===== src/rtl/tone_decoder_if.sv =====
// -----------------------------------------------------------------------------
// tone_decoder_if
// Bundles the tone input and the decoded-note outputs of tone_decoder.
//   i_tone   : raw (asynchronous) square-wave tone into the decoder
//   o_note   : decoded note code, 0 = silence/unknown, 1..11 = C_7..F_8
//   o_valid  : one-cycle strobe whenever o_note changes
//   o_period : last captured tone period in clk cycles
// Modports: master = tone source / observer, slave = decoder.
// -----------------------------------------------------------------------------
interface tone_decoder_if;
  logic        i_tone;
  logic [3:0]  o_note;
  logic        o_valid;
  logic [18:0] o_period;

  modport master (output i_tone, input o_note, input o_valid, input o_period);
  modport slave  (input i_tone, output o_note, output o_valid, output o_period);
endinterface


===== src/rtl/tone_decoder.sv =====
// -----------------------------------------------------------------------------
// tone_decoder
// Measures the period of an incoming square-wave tone and decodes it into the
// melody player's 11-note set (C_7..F_8). A note is reported only after
// STABLE_CNT consecutive periods classify the same way; silence is declared
// when no rising edge arrives for TIMEOUT cycles.
// Ports:
//   clk      : system clock (50 MHz)
//   rst      : asynchronous, active-high reset
//   bus      : tone_decoder_if.slave
//              i_tone (in), o_note[3:0], o_valid, o_period[18:0] (out)
// Parameters:
//   TOL_SHIFT  : period P matches note N when |P-N| <= N >> TOL_SHIFT (>= 6)
//   STABLE_CNT : consecutive identical classifications before reporting (1..7)
//   TIMEOUT    : cycles without a rising edge that mean silence (> 191113)
// -----------------------------------------------------------------------------
module tone_decoder #(
  parameter int TOL_SHIFT  = 6,
  parameter int STABLE_CNT = 3,
  parameter int TIMEOUT    = 400000
) (
  input  logic          clk,
  input  logic          rst,
  tone_decoder_if.slave bus
);

  localparam int               CNT_W     = 19;
  localparam logic [CNT_W-1:0] TIMEOUT_V = CNT_W'(TIMEOUT);
  localparam logic [2:0]       STABLE_V  = 3'(STABLE_CNT);

  typedef enum logic {ST_IDLE, ST_MEASURE} state_t;

  // Full period of each note in clk cycles at 50 MHz.
  function automatic logic [CNT_W-1:0] note_period(input logic [3:0] code);
    logic [CNT_W-1:0] p;
    case (code)
      4'd1:    p = 19'd191113;
      4'd2:    p = 19'd170262;
      4'd3:    p = 19'd151686;
      4'd4:    p = 19'd143173;
      4'd5:    p = 19'd127553;
      4'd6:    p = 19'd113636;
      4'd7:    p = 19'd101238;
      4'd8:    p = 19'd95556;
      4'd9:    p = 19'd85131;
      4'd10:   p = 19'd75843;
      4'd11:   p = 19'd71586;
      default: p = '0;
    endcase
    return p;
  endfunction

  // Lowest matching code wins: scanning downward lets lower codes overwrite.
  // The difference is formed larger-minus-smaller so it can never wrap.
  function automatic logic [3:0] classify(input logic [CNT_W-1:0] period);
    logic [3:0]       code;
    logic [CNT_W-1:0] n_p;
    logic [CNT_W-1:0] diff;
    code = 4'd0;
    for (int k = 11; k >= 1; k--) begin
      n_p  = note_period(4'(k));
      diff = (period >= n_p) ? (period - n_p) : (n_p - period);
      if (diff <= (n_p >> TOL_SHIFT)) code = 4'(k);
    end
    return code;
  endfunction

  logic             r_sync0, r_sync1, r_sync2;
  logic             w_edge;
  logic [CNT_W-1:0] r_cnt;
  logic [CNT_W-1:0] w_period;
  logic             w_timeout;
  state_t           r_state, w_state_nxt;
  logic             w_capture;
  logic             w_meas_timeout;
  logic [CNT_W-1:0] r_period_p1;
  logic [3:0]       r_class_p1;
  logic             r_vld_p1;
  logic [3:0]       r_cand, w_cand_nxt;
  logic [2:0]       r_match, w_match_nxt;
  logic [3:0]       r_note;
  logic             r_valid;

  // ---- stage p0: synchronizer, edge detect, period counter ----
  assign w_edge    = r_sync1 & ~r_sync2;
  // The counter is cleared on the edge cycle itself, so it reads P-1 when the
  // next edge arrives; the +1 restores the true edge-to-edge distance.
  assign w_period  = r_cnt + 19'd1;
  assign w_timeout = (r_cnt == TIMEOUT_V);

  always_ff @(posedge clk or posedge rst) begin
    if (rst) begin
      r_sync0 <= 1'b0;
      r_sync1 <= 1'b0;
      r_sync2 <= 1'b0;
      r_cnt   <= '0;
    end else begin
      r_sync0 <= bus.i_tone;
      r_sync1 <= r_sync0;
      r_sync2 <= r_sync1;
      if (w_edge)
        r_cnt <= '0;
      else if (r_cnt != TIMEOUT_V)
        r_cnt <= r_cnt + 19'd1;
    end
  end

  always_ff @(posedge clk or posedge rst) begin
    if (rst) r_state <= ST_IDLE;
    else     r_state <= w_state_nxt;
  end

  // An edge always beats a timeout landing in the same cycle.
  always_comb begin
    w_state_nxt    = r_state;
    w_capture      = 1'b0;
    w_meas_timeout = 1'b0;
    case (r_state)
      ST_IDLE: begin
        if (w_edge) w_state_nxt = ST_MEASURE;
      end
      ST_MEASURE: begin
        if (w_edge) begin
          w_capture = 1'b1;
        end else if (w_timeout) begin
          w_state_nxt    = ST_IDLE;
          w_meas_timeout = 1'b1;
        end
      end
      default: w_state_nxt = ST_IDLE;
    endcase
  end

  // ---- stage p1: captured period and its registered classification ----
  always_ff @(posedge clk or posedge rst) begin
    if (rst) begin
      r_period_p1 <= '0;
      r_vld_p1    <= 1'b0;
    end else begin
      r_vld_p1 <= w_capture;
      if (w_capture) r_period_p1 <= w_period;
    end
  end

  always_ff @(posedge clk) begin
    if (w_capture) r_class_p1 <= classify(w_period);
  end

  always_comb begin
    w_cand_nxt  = r_class_p1;
    w_match_nxt = 3'd1;
    if (r_class_p1 == r_cand) begin
      w_cand_nxt  = r_cand;
      w_match_nxt = (r_match >= STABLE_V) ? STABLE_V : (r_match + 3'd1);
    end
  end

  // ---- stage p2: match tracking, reported note and strobe ----
  always_ff @(posedge clk or posedge rst) begin
    if (rst) begin
      r_cand  <= 4'd0;
      r_match <= 3'd0;
      r_note  <= 4'd0;
      r_valid <= 1'b0;
    end else begin
      r_valid <= 1'b0;
      if (w_meas_timeout) begin
        r_cand  <= 4'd0;
        r_match <= 3'd0;
        if (r_note != 4'd0) begin
          r_note  <= 4'd0;
          r_valid <= 1'b1;
        end
      end else if (r_vld_p1) begin
        r_cand  <= w_cand_nxt;
        r_match <= w_match_nxt;
        if ((w_match_nxt == STABLE_V) && (w_cand_nxt != r_note)) begin
          r_note  <= w_cand_nxt;
          r_valid <= 1'b1;
        end
      end
    end
  end

  assign bus.o_note   = r_note;
  assign bus.o_valid  = r_valid;
  assign bus.o_period = r_period_p1;

endmodule


===== src/flat_wrapper.sv =====
// flat-port wrapper written by rule: the top's interface ports become plain ports
module tone_decoder_flat 
#(
  parameter int TOL_SHIFT  = 6,
  parameter int STABLE_CNT = 3,
  parameter int TIMEOUT    = 400000
)
  (clk, rst, bus_i_tone, bus_o_note, bus_o_valid, bus_o_period);
  tone_decoder_if bus_i ();
  input  logic clk;
  input  logic rst;
  input wire logic [$bits(bus_i.i_tone)-1:0] bus_i_tone;
  output wire logic [$bits(bus_i.o_note)-1:0] bus_o_note;
  output wire logic [$bits(bus_i.o_valid)-1:0] bus_o_valid;
  output wire logic [$bits(bus_i.o_period)-1:0] bus_o_period;
  assign bus_i.i_tone = bus_i_tone;
  assign bus_o_note = bus_i.o_note;
  assign bus_o_valid = bus_i.o_valid;
  assign bus_o_period = bus_i.o_period;
  tone_decoder #(.TOL_SHIFT(TOL_SHIFT), .STABLE_CNT(STABLE_CNT), .TIMEOUT(TIMEOUT)) u_core (.clk(clk), .rst(rst), .bus(bus_i));
endmodule

===== config.mk =====
export PLATFORM = sky130hd
export DESIGN_NAME = tone_decoder_flat
export DESIGN_NICKNAME = d
export VERILOG_FILES = /design/src/rtl/tone_decoder_if.sv /design/src/rtl/tone_decoder.sv /design/src/flat_wrapper.sv
export SDC_FILE = /design/constraint.sdc
export NUM_CORES = 1
export LEC_CHECK = 0
export ABC_AREA = 1
export BUFFER_PORTS_ARGS = -buffer_cell sky130_fd_sc_hd__buf_4
export CAP_MARGIN = 20
export CELL_PAD_IN_SITES_DETAIL_PLACEMENT = 0
export CELL_PAD_IN_SITES_GLOBAL_PLACEMENT = 2
export CORE_ASPECT_RATIO = 0.6
export CORE_MARGIN = 10
export CORE_UTILIZATION = 34
export CTS_BUF_LIST = sky130_fd_sc_hd__clkbuf_8
export DETAILED_ROUTE_END_ITERATION = 16
export MAX_ROUTING_LAYER = met4
export PLACE_DENSITY = 0.81
export SYNTH_ARGS = -nofsm -noshare
export SYNTH_HDL_FRONTEND = slang
export SYNTH_SLANG_ARGS = --single-unit

===== constraint.sdc =====
create_clock -name clk -period 5.17 [get_ports clk]
set_input_delay 0.7755 -clock clk [delete_from_list [all_inputs] [get_ports clk]]
set_output_delay 0.7755 -clock clk [all_outputs]
set_load 0.01 [all_outputs]

Yosys cells after proc, flatten, opt, wreduce, memory -nomap -nowiden
Index checks and enable logic that the tools add are counted.
- multiplexer cells: 57
- $lt $le $gt $ge: 23
- equal/unequal tests: 6
- reduce and logical (&&, ||, !) cells: 8
- $add $sub $neg: 24
- bitwise logic cells: 3
- operator list (operator ; number):
    2-to-1 mux 19 bit ; 24
    subtractor 19 bit ; 22
    greater-or-equal comparator 19 bit ; 11
    less-or-equal comparator 19 x 13 -> 1 bit ; 11
    2-to-1 mux 4 bit ; 11
    2-to-1 mux 3 bit ; 8
    adder 19 x 1 -> 19 bit, second input constant ; 1
    == test 19 bit, second input constant ; 1
    inequality test 19 bit, second input constant ; 1
    2-to-1 mux 1 bit ; 11
    OR reduction 7 bit ; 1
    nonzero test 2 bit ; 3
    == test 4 bit ; 1
    2-to-1 mux 2 bit ; 2
    inequality test 4 bit ; 1
    nonzero test 4 bit ; 1
    adder 3 x 1 -> 3 bit, second input constant ; 1
    == test 3 x 2 -> 1 bit, second input constant ; 1
    greater-or-equal comparator 3 x 2 -> 1 bit, second input constant ; 1
    AND reduction 3 bit ; 1
    OR reduction 3 bit ; 1
    inequality test 2 bit, second input constant ; 1
    NOT 1 bit ; 2
    one-hot mux 1 bit (2 select lines) ; 1
    2 further kinds ; 2
- bits of input ports: 3
- word-level logic and storage cells: 135
- flip-flop bits (word level): 59
- output and inout port bits: 24

Longest topological paths before layout
Gate-level depths: netlist of the first run.
- word-level depth: 18
- depth in mapped cells: 29
- gate-level depth less buffers: 27

Least setup slack after synthesis of the first run
No wires, ideal clock.
- path kind: reg2reg
- start: register u_core.r_cnt[1]
- end: register u_core.r_class_p1[1] (data pin)
- buffers on the path: 2
- setup slack: 1419 ps
- library setup time: 262 ps
- arrival: 3489 ps
- required time: 4908 ps
- period minus slack after synthesis: 3751 ps
- cell stages (with the launch flop): 23
- cells stage by stage: dfrtp_1 > ha_1 > xnor2_1 > inv_1 > ha_1 > nor2_1 > nor2_1 > nor2_2 > o21ai_2 > nand2_1 > nand2_1 > nand2_1 > nand2_2 > buf_6 > buf_6 > nand2_1 > nand2_1 > nor2_1 > nand2_1 > o21ai_1 > nand2_1 > a21oi_1 > nand3_1
- cells in the longest elaborated chain, start to end: 14
- elaborated cells between the ends (all ways): 66
- classes of those cells: add/sub (23); order compare (22); mux (21)
- ends and longest elaborated chain (element ; line ; source):
    start: declaration ; tone_decoder.sv:70 ; logic [CNT_W-1:0] r_cnt;
    start signal: assignment ; tone_decoder.sv:104 ; r_cnt <= r_cnt + 19'd1;
    adder 19 x 1 -> 19 bit (*) ; tone_decoder.sv:88 ; assign w_period = r_cnt + 19'd1;
    net u_core.w_period[2] ; tone_decoder.sv:71 ; logic [CNT_W-1:0] w_period;
    subtractor 19 bit or greater-or-equal comparator 19 bit (tied branches) ; tone_decoder.sv:62 ; diff = (period >= n_p) ? (period - n_p) : (n_p - period);
    2-to-1 mux 19 bit ; tone_decoder.sv:62 ;
    less-or-equal comparator 19 x 13 -> 1 bit ; tone_decoder.sv:63 ; if (diff <= (n_p >> TOL_SHIFT)) code = 4'(k);
    2-to-1 mux 4 bit (4 in series) ; tone_decoder.sv:63 ;
    2-to-1 mux 3 bit (4 in series) ; tone_decoder.sv:63 ;
    2-to-1 mux 2 bit (2 in series) ; tone_decoder.sv:63 ;
    end signal: assignment ; tone_decoder.sv:146 ; if (w_capture) r_class_p1 <= classify(w_period);
    end: declaration ; tone_decoder.sv:77 ; logic [3:0] r_class_p1;
The timed path passes the listed nets; every way through them passes the cells marked *.
A chain may end at the register's enable or synchronous reset.

Worst setup path after layout of the first run
- start: register u_core.r_cnt[2]
- end: register u_core.r_class_p1[3] (data pin)
- cells in the longest elaborated chain, start to end: 8
- elaborated cells between the ends (all ways): 61
- classes of those cells: add/sub (23); order compare (22); mux (15); reduce/logical (1)
- ends and longest elaborated chain (element ; line):
    adder 19 x 1 -> 19 bit (*) ; tone_decoder.sv:88
    subtractor 19 bit or greater-or-equal comparator 19 bit (tied branches) ; tone_decoder.sv:62
    2-to-1 mux 19 bit ; tone_decoder.sv:62
    less-or-equal comparator 19 x 13 -> 1 bit ; tone_decoder.sv:63
    2-to-1 mux 4 bit (4 in series) ; tone_decoder.sv:63
Mark *: on every way between the ends. The rest lies on a longest branch, timed or not.

==> impl_metrics.tcl, run 1 <==
set metrics [dict create \
    status "completed" \
    synthAdderAreaFrac 0.0200 \
    yosysTopAreaCellShare 0.244 \
    end_kind "flop" \
    postRouteAntennaNets 0 \
    powerDensity_nw_per_um2 280 \
    cts_tree "built" \
    slew_violations 0 \
    syn_nets 2578 \
    vias 18700 \
    ir_drop_uv 407 \
    start_util 0.343 \
    detail_route.vias_per_cell 5.92 \
    hold_path_class "reg2reg" \
    critPathKind "reg2reg" \
    drt_iter0_markers 3190 \
    drt-total-wl_um 92100 \
    cp-start-kind "flop" \
    p_total_mw 4.28 \
    fmax_mhz 202 \
    die_h_um 176 \
    synth.avg_cell_area_um2 5.40 \
    drtPass1Iterations 7 \
    slew_headroom 0.279 \
    worstPathArrival_ps 5110 \
    drive_above_1_share 0.119 \
    layout.nets 2645 \
    gp_congestion 1.15 \
    cts-root-buf "clkbuf_8" \
    ys.flop_type "dfrtp_1" \
    crit_path_start "u_core.r_cnt[2]" \
    clk_pin_slew_ps 90 \
    yosysWarnings 0 \
    worst_r2r_endpoint "u_core.r_class_p1[3]" \
    clock-sinks 59 \
    rrSetupSlack_ps 220 \
    antenna_found_initial 5 \
    cts_htree_levels 3 \
    reg2reg_depth 20 \
    port_buffers 26 \
    grt-ovfl-total 0 \
    synthCells 2553 \
    rows 57 \
    synth_top_family_by_area "simple AND/OR/NAND/NOR gates" \
    synth_xor_area_frac 0.120 \
    fp.dieW_um 280 \
    required_ps 5330 \
    setup_viol 0 \
    wl_per_cell_um 29.1 \
    async_reset_ff_frac 0.932 \
    cap_violations 0 \
    synth_compound_area_frac 0.138 \
    p_leak_nw 7.72 \
    yosysUniqueCellTypes 60 \
    core-area_um2 40200 \
    ys_ff_latch 59 \
    grt_usage 0.374 \
    first_global_vias 16800 \
    final.min_clock_period_ps 4950 \
    worst-slew-pin-transition_ps 1080 \
    cts_buffer_depth 2 \
    skew_ps 24.5 \
    finalNonFillerCells 3164 \
    fin_crit_sh 0.957 \
    synthToLayoutAreaGrowth_pct 10.9 \
    syn-cell-area_um2 13800 \
    postCtsHoldBufs 0 \
    rsz0062_at_grt "true" \
    synth-edff-count 4 \
    clk_latency_ps 410 \
    grt_max_degree 56 \
    dp.cells 3137 \
    yosysSeqAreaShare 0.109 \
    whs_ps 363 \
    synthTopCellsByArea "nand2_1 24%, xor2_1 12%, dfrtp_1 10%" \
    numCtsBuffers 9 \
    synth_top_area_cell "nand2_1" \
    die-area_um2 49300 \
    crit_end "u_core.r_class_p1[3]" \
    io_pins 27 \
    grt_pass1_wl_um 128000 \
    hpwl_um 73700 \
    hold_viol_final 0 \
    cp_max_fo 12 \
    rr_startpoint "u_core.r_cnt[2]" \
    synth-simple-area-share 0.498 \
    drc 0 \
    synthMuxAreaShare 0.000726 \
]
final cells by class:
cell class	count	area (µm²)
Sequential cell	59	1500
Inverter	263	991
Multi-Input combinational cell	2130	10700
Antenna cell	8	20.0
Tap cell	531	664
Clock inverter	6	33.8
Timing Repair Buffer	157	1220
Clock buffer	10	138
Fill cell	4662	24900
stage by stage:
stage               worst slack (ps)  utilization  TNS, ps  cell area [µm²]
floorplan                       1420            -        0            13800
global placement               -54.6        0.373    -54.6            15000
detailed placement              -109        0.373     -109            15000
CTS                             80.9        0.378        0            15200
global route                   -3.91        0.380    -3.91            15300
finish                           222        0.380        0            15300
worst max-delay path, stage by stage, from the launching register on:
cell	delay (ps)
dfrtp_1	490
ha_1	260
nand3_1	170
nor2_2	220
nand2_1	90
nand2_2	500
nand2_4	300
nor2_1	580
nor2_1	370
o21ai_0	270
nand2_1	130
xor2_1	140
nand2_1	60
nand2_1	80
nand3_1	70
nor2_1	110
nand3_1	80
nor2_1	460
nor2_4	100
nand3_2	120
nor2_1	60
worst min path at each step:
| stage | startpoint | to | slack, ps | cells past startpoint |
|---|---|---|---|---|
| CTS | u_core.r_sync0 | u_core.r_sync1 | 370 | 0 |
| finish | u_core.r_sync0 | u_core.r_sync1 | 360 | 0 |
| floorplan | u_core.r_sync0 | u_core.r_sync1 | 330 | 0 |
| detailed placement | u_core.r_sync0 | u_core.r_sync1 | 340 | 0 |
| global placement | u_core.r_sync0 | u_core.r_sync1 | 340 | 0 |
| global route | u_core.r_sync0 | u_core.r_sync1 | 380 | 0 |
sequential cells by signal, indices dropped and copies added, names as in the netlist, 3 cells and up:
name                 flops
u_core.r_match           3
u_core.r_cand            4
u_core.r_class_p1        4
u_core.bus.o_note        4
u_core.r_cnt            19
u_core.bus.o_period     19
metal layers:
metal | wire length, µm | vias to the layer above | track usage
met3 | 14200 | 229 | 0.153
met4 | 3610 | 0 | 0.131
met1 | 40700 | 8845 | 0.514
li1 | - | 8292 | -
met5 | 0 | - | -
met2 | 33500 | 1367 | 0.474
kinds of logic (layout without fill, tap and decap cells):
family                   after synthesis  count (layout)
flip-flops                            59              59
buffers and inverters                364             436
AO/OA/AOI/OAI                        339             339
AND/OR/NAND/NOR                     1579            1579
other                                  0               8
multiplexers                           1               1
XOR/XNOR                             189             189
adder cells (fa/ha/maj)               22              22
where the power goes:
part / total (mW) / internal, mW / switching [mW]
Combinational: 3.28 / 0.820 / 2.46
Sequential: 0.573 / 0.517 / 0.0557
Clock: 0.428 / 0.183 / 0.246
Total: 4.28 / 1.52 / 2.76
cells in the mapped netlist, types with 20 or more instances:
master    instances
a21oi_1          81
nand3_1         204
inv_1           238
dfrtp_1          55
buf_2            29
o21ai_1          28
clkbuf_1         26
nand2_1         896
xor2_1          184
nand2_2          32
nor3_1           24
nand4_1          42
o21ai_0         154
nor2_2           23
nor2_1          288
o211ai_1         20
ha_1             22
timing repair:
action / in CTS / in global routing
gates resized for setup: 1 / 6
pin swaps: 0 / 1
buffers inserted: 0 / 2
endpoints found under the setup margin: 1 / 4
placed cells by master, fill, tap and decap left out, drive strengths merged, types with 3 or more instances in the layout:
master / n
o22ai: 11
a211oi: 3
nand3: 215
o21bai: 5
xor2: 184
a21oi: 82
or2: 6
ha: 22
dfrtp: 55
nand4: 44
o2111ai: 6
nor2: 328
o31ai: 3
clkbuf: 10
nand2: 939
edfxtp: 4
xnor2: 5
nor3: 28
and2: 3
a21boi: 3
o21ai: 188
inv: 259
buf: 157
diode: 8
clkinv: 8
nand3b: 7
nor4: 6
a31oi: 7
o211ai: 22
Power figures use the tool's default switching activity.
==> run 2: changes to the inputs <==
--- a/config.mk
+++ b/config.mk
@@ -12,11 +12,11 @@
 export CELL_PAD_IN_SITES_GLOBAL_PLACEMENT = 2
 export CORE_ASPECT_RATIO = 0.6
 export CORE_MARGIN = 10
-export CORE_UTILIZATION = 34
+export CORE_UTILIZATION = 31
 export CTS_BUF_LIST = sky130_fd_sc_hd__clkbuf_8
 export DETAILED_ROUTE_END_ITERATION = 16
 export MAX_ROUTING_LAYER = met4
-export PLACE_DENSITY = 0.81
+export PLACE_DENSITY = 0.78
 export SYNTH_ARGS = -nofsm -noshare
 export SYNTH_HDL_FRONTEND = slang
 export SYNTH_SLANG_ARGS = --single-unit
==> constraint.sdc (replaced) <==
create_clock -name clk -period 4.35 [get_ports clk]
set_input_delay 0.6525 -clock clk [delete_from_list [all_inputs] [get_ports clk]]
set_output_delay 0.6525 -clock clk [all_outputs]
set_load 0.01 [all_outputs]
==> run 2 against run 1 <==
Non-clock buffer count is 144 higher. Clock-buffer cell count stayed put. Sequential cell count stayed put. Die area is 8.8% higher. Sequential share of layout area is 0.85 points lower.
==> impl_metrics.tcl, run 2 (synthesized netlist as in run 1, its figures left out) <==
set metrics [dict create \
    critPathKind "reg2reg" \
    required_ps 4540 \
    end_kind "flop" \
    drc 0 \
    gp_congestion 1.18 \
    hpwl_um 80800 \
    drtPass1Iterations 6 \
    cts_buffer_depth 2 \
    fp.dieW_um 292 \
    synthToLayoutAreaGrowth_pct 21.5 \
    vias 19500 \
    cts_tree "built" \
    final_cell_mix "883 x nand2_1, 290 x buf_4, 273 x nor2_1, 235 x inv_1, 202 x nand3_1" \
    rr_startpoint "u_core.r_cnt[1]" \
    numCtsBuffers 9 \
    clk_latency_ps 430 \
    antenna_found_initial 6 \
    rows 59 \
    grt_pass1_wl_um 136000 \
    die_h_um 183 \
    cap_violations 0 \
    hold_viol_final 0 \
    status "completed" \
    crit_path_start "u_core.r_cnt[1]" \
    finalNonFillerCells 3357 \
    dpl_worst_slack_ps -92.0 \
    rrSetupSlack_ps 40 \
    io_pins 27 \
    port_buffers 26 \
    drt_iter0_markers 3016 \
    cts_htree_levels 3 \
    first_global_vias 17400 \
    hold_path_class "in2async" \
    skew_ps 24.7 \
    core-area_um2 43600 \
    worst-slew-pin-transition_ps 897 \
    postCtsHoldBufs 0 \
    start_util 0.316 \
    clock-sinks 59 \
    drive_above_1_share 0.180 \
    worst_r2r_endpoint "u_core.r_class_p1[0]" \
    p_leak_nw 8.51 \
    cp_max_fo 9 \
    grt_usage 0.366 \
    grt-ovfl-total 0 \
    ir_drop_uv 459 \
    multiInputGateArea_um2 11000 \
    slew_violations 0 \
    wl_per_cell_um 29.5 \
    final.min_clock_period_ps 4310 \
    layout.nets 2790 \
    setup_viol 0 \
    postRouteAntennaNets 0 \
    detail_route.vias_per_cell 5.79 \
    regArea_um2 1500 \
    grt_max_degree 39 \
    num-fill-cells 4939 \
    fin_crit_sh 0.992 \
    reg2reg_depth 19 \
    die-area_um2 53600 \
    clk_pin_slew_ps 110 \
    cp-start-kind "flop" \
    finalWorstSetupSlack_ps 36.2 \
    powerDensity_nw_per_um2 338 \
    crit_end "u_core.r_class_p1[0]" \
    worstPathArrival_ps 4500 \
    dp.cells 3314 \
    whs_ps 294 \
    cts-root-buf "clkbuf_8" \
    final_common_cell "nand2_1" \
    fmax_mhz 232 \
    drt-total-wl_um 99100 \
    slew_headroom 0.400 \
]
==> run 2: cell count changes in the layout (fill, tap and decap cells not counted), moves of 6 or more <==
cell     previous run  this run
nor2_2             22        31
o21ai_0           153       147
nand2_4            11        18
nor2_4             18        24
nor2_1            288       273
nand2_1           894       883
buf_4             154       290
==> run 2: metrics by stage <==
stage	instance area [µm²]	setup TNS, ps	utilization	power, mW
final	16700	0	0.384	5.67
after global routing	16700	-93.3	0.384	5.78
after CTS	16300	0	0.374	5.20
after detailed placement	16100	-157	0.369	4.57
after global placement	16100	-279	0.369	4.62
after floorplan	13800	0	-	2.56
==> run 2: worst min path at each step <==
stage,endpoint,cells after the start
2_1_floorplan,u_core.r_sync1,0
6_report,u_core.bus.o_period[12],2
5_1_grt,u_core.r_sync0,1
3_3_place_gp,u_core.r_sync1,0
4_1_cts,u_core.bus.o_period[12],2
3_5_place_dp,u_core.r_sync1,0
==> run 2: cell type report <==
class / instances / area share
Inverter: 263 / 0.0601
Antenna cell: 8 / 0.00120
Timing Repair Buffer: 301 / 0.140
Clock inverter: 6 / 0.00336
Multi-Input combinational cell: 2131 / 0.654
Tap cell: 579 / 0.0433
Clock buffer: 10 / 0.00822
Sequential cell: 59 / 0.0893
==> run 2: layer usage <==
layer	up-vias	track usage	wire length [µm]
met3	224	0.132	14700
met1	9240	0.517	44800
li1	8592	-	-
met4	0	0.113	3660
met5	-	-	0
met2	1394	0.464	35900
==> run 2: power by group <==
group,internal [mW],switching [mW]
clock,0.276,0.346
sequential,0.614,0.0633
combinational,1.24,3.13
==> run 2: timing repair <==
item                                    CTS  global route
buffers inserted                          0            17
cloned                                    0             1
endpoints found under the setup margin    4             4
gates resized for setup                   7            75
pin swaps                                 0             7
==> run 2: critical path, cell delays in order, from the launching register on <==
cell and delay (ps):
dfrtp_1 420, ha_1 240, nand2_2 120, nor2_4 210, nand3_1 150, nand2_2 250, nand2_1 350, nor2_1 620
o21ai_0 310, and2_1 240, nor2_1 200, o211ai_1 140, nand3_1 90, nand2_1 60, nand3_1 80, nor2_1 40
nand2_1 190, nand3_1 170, nor2_1 120, nand3_1 70
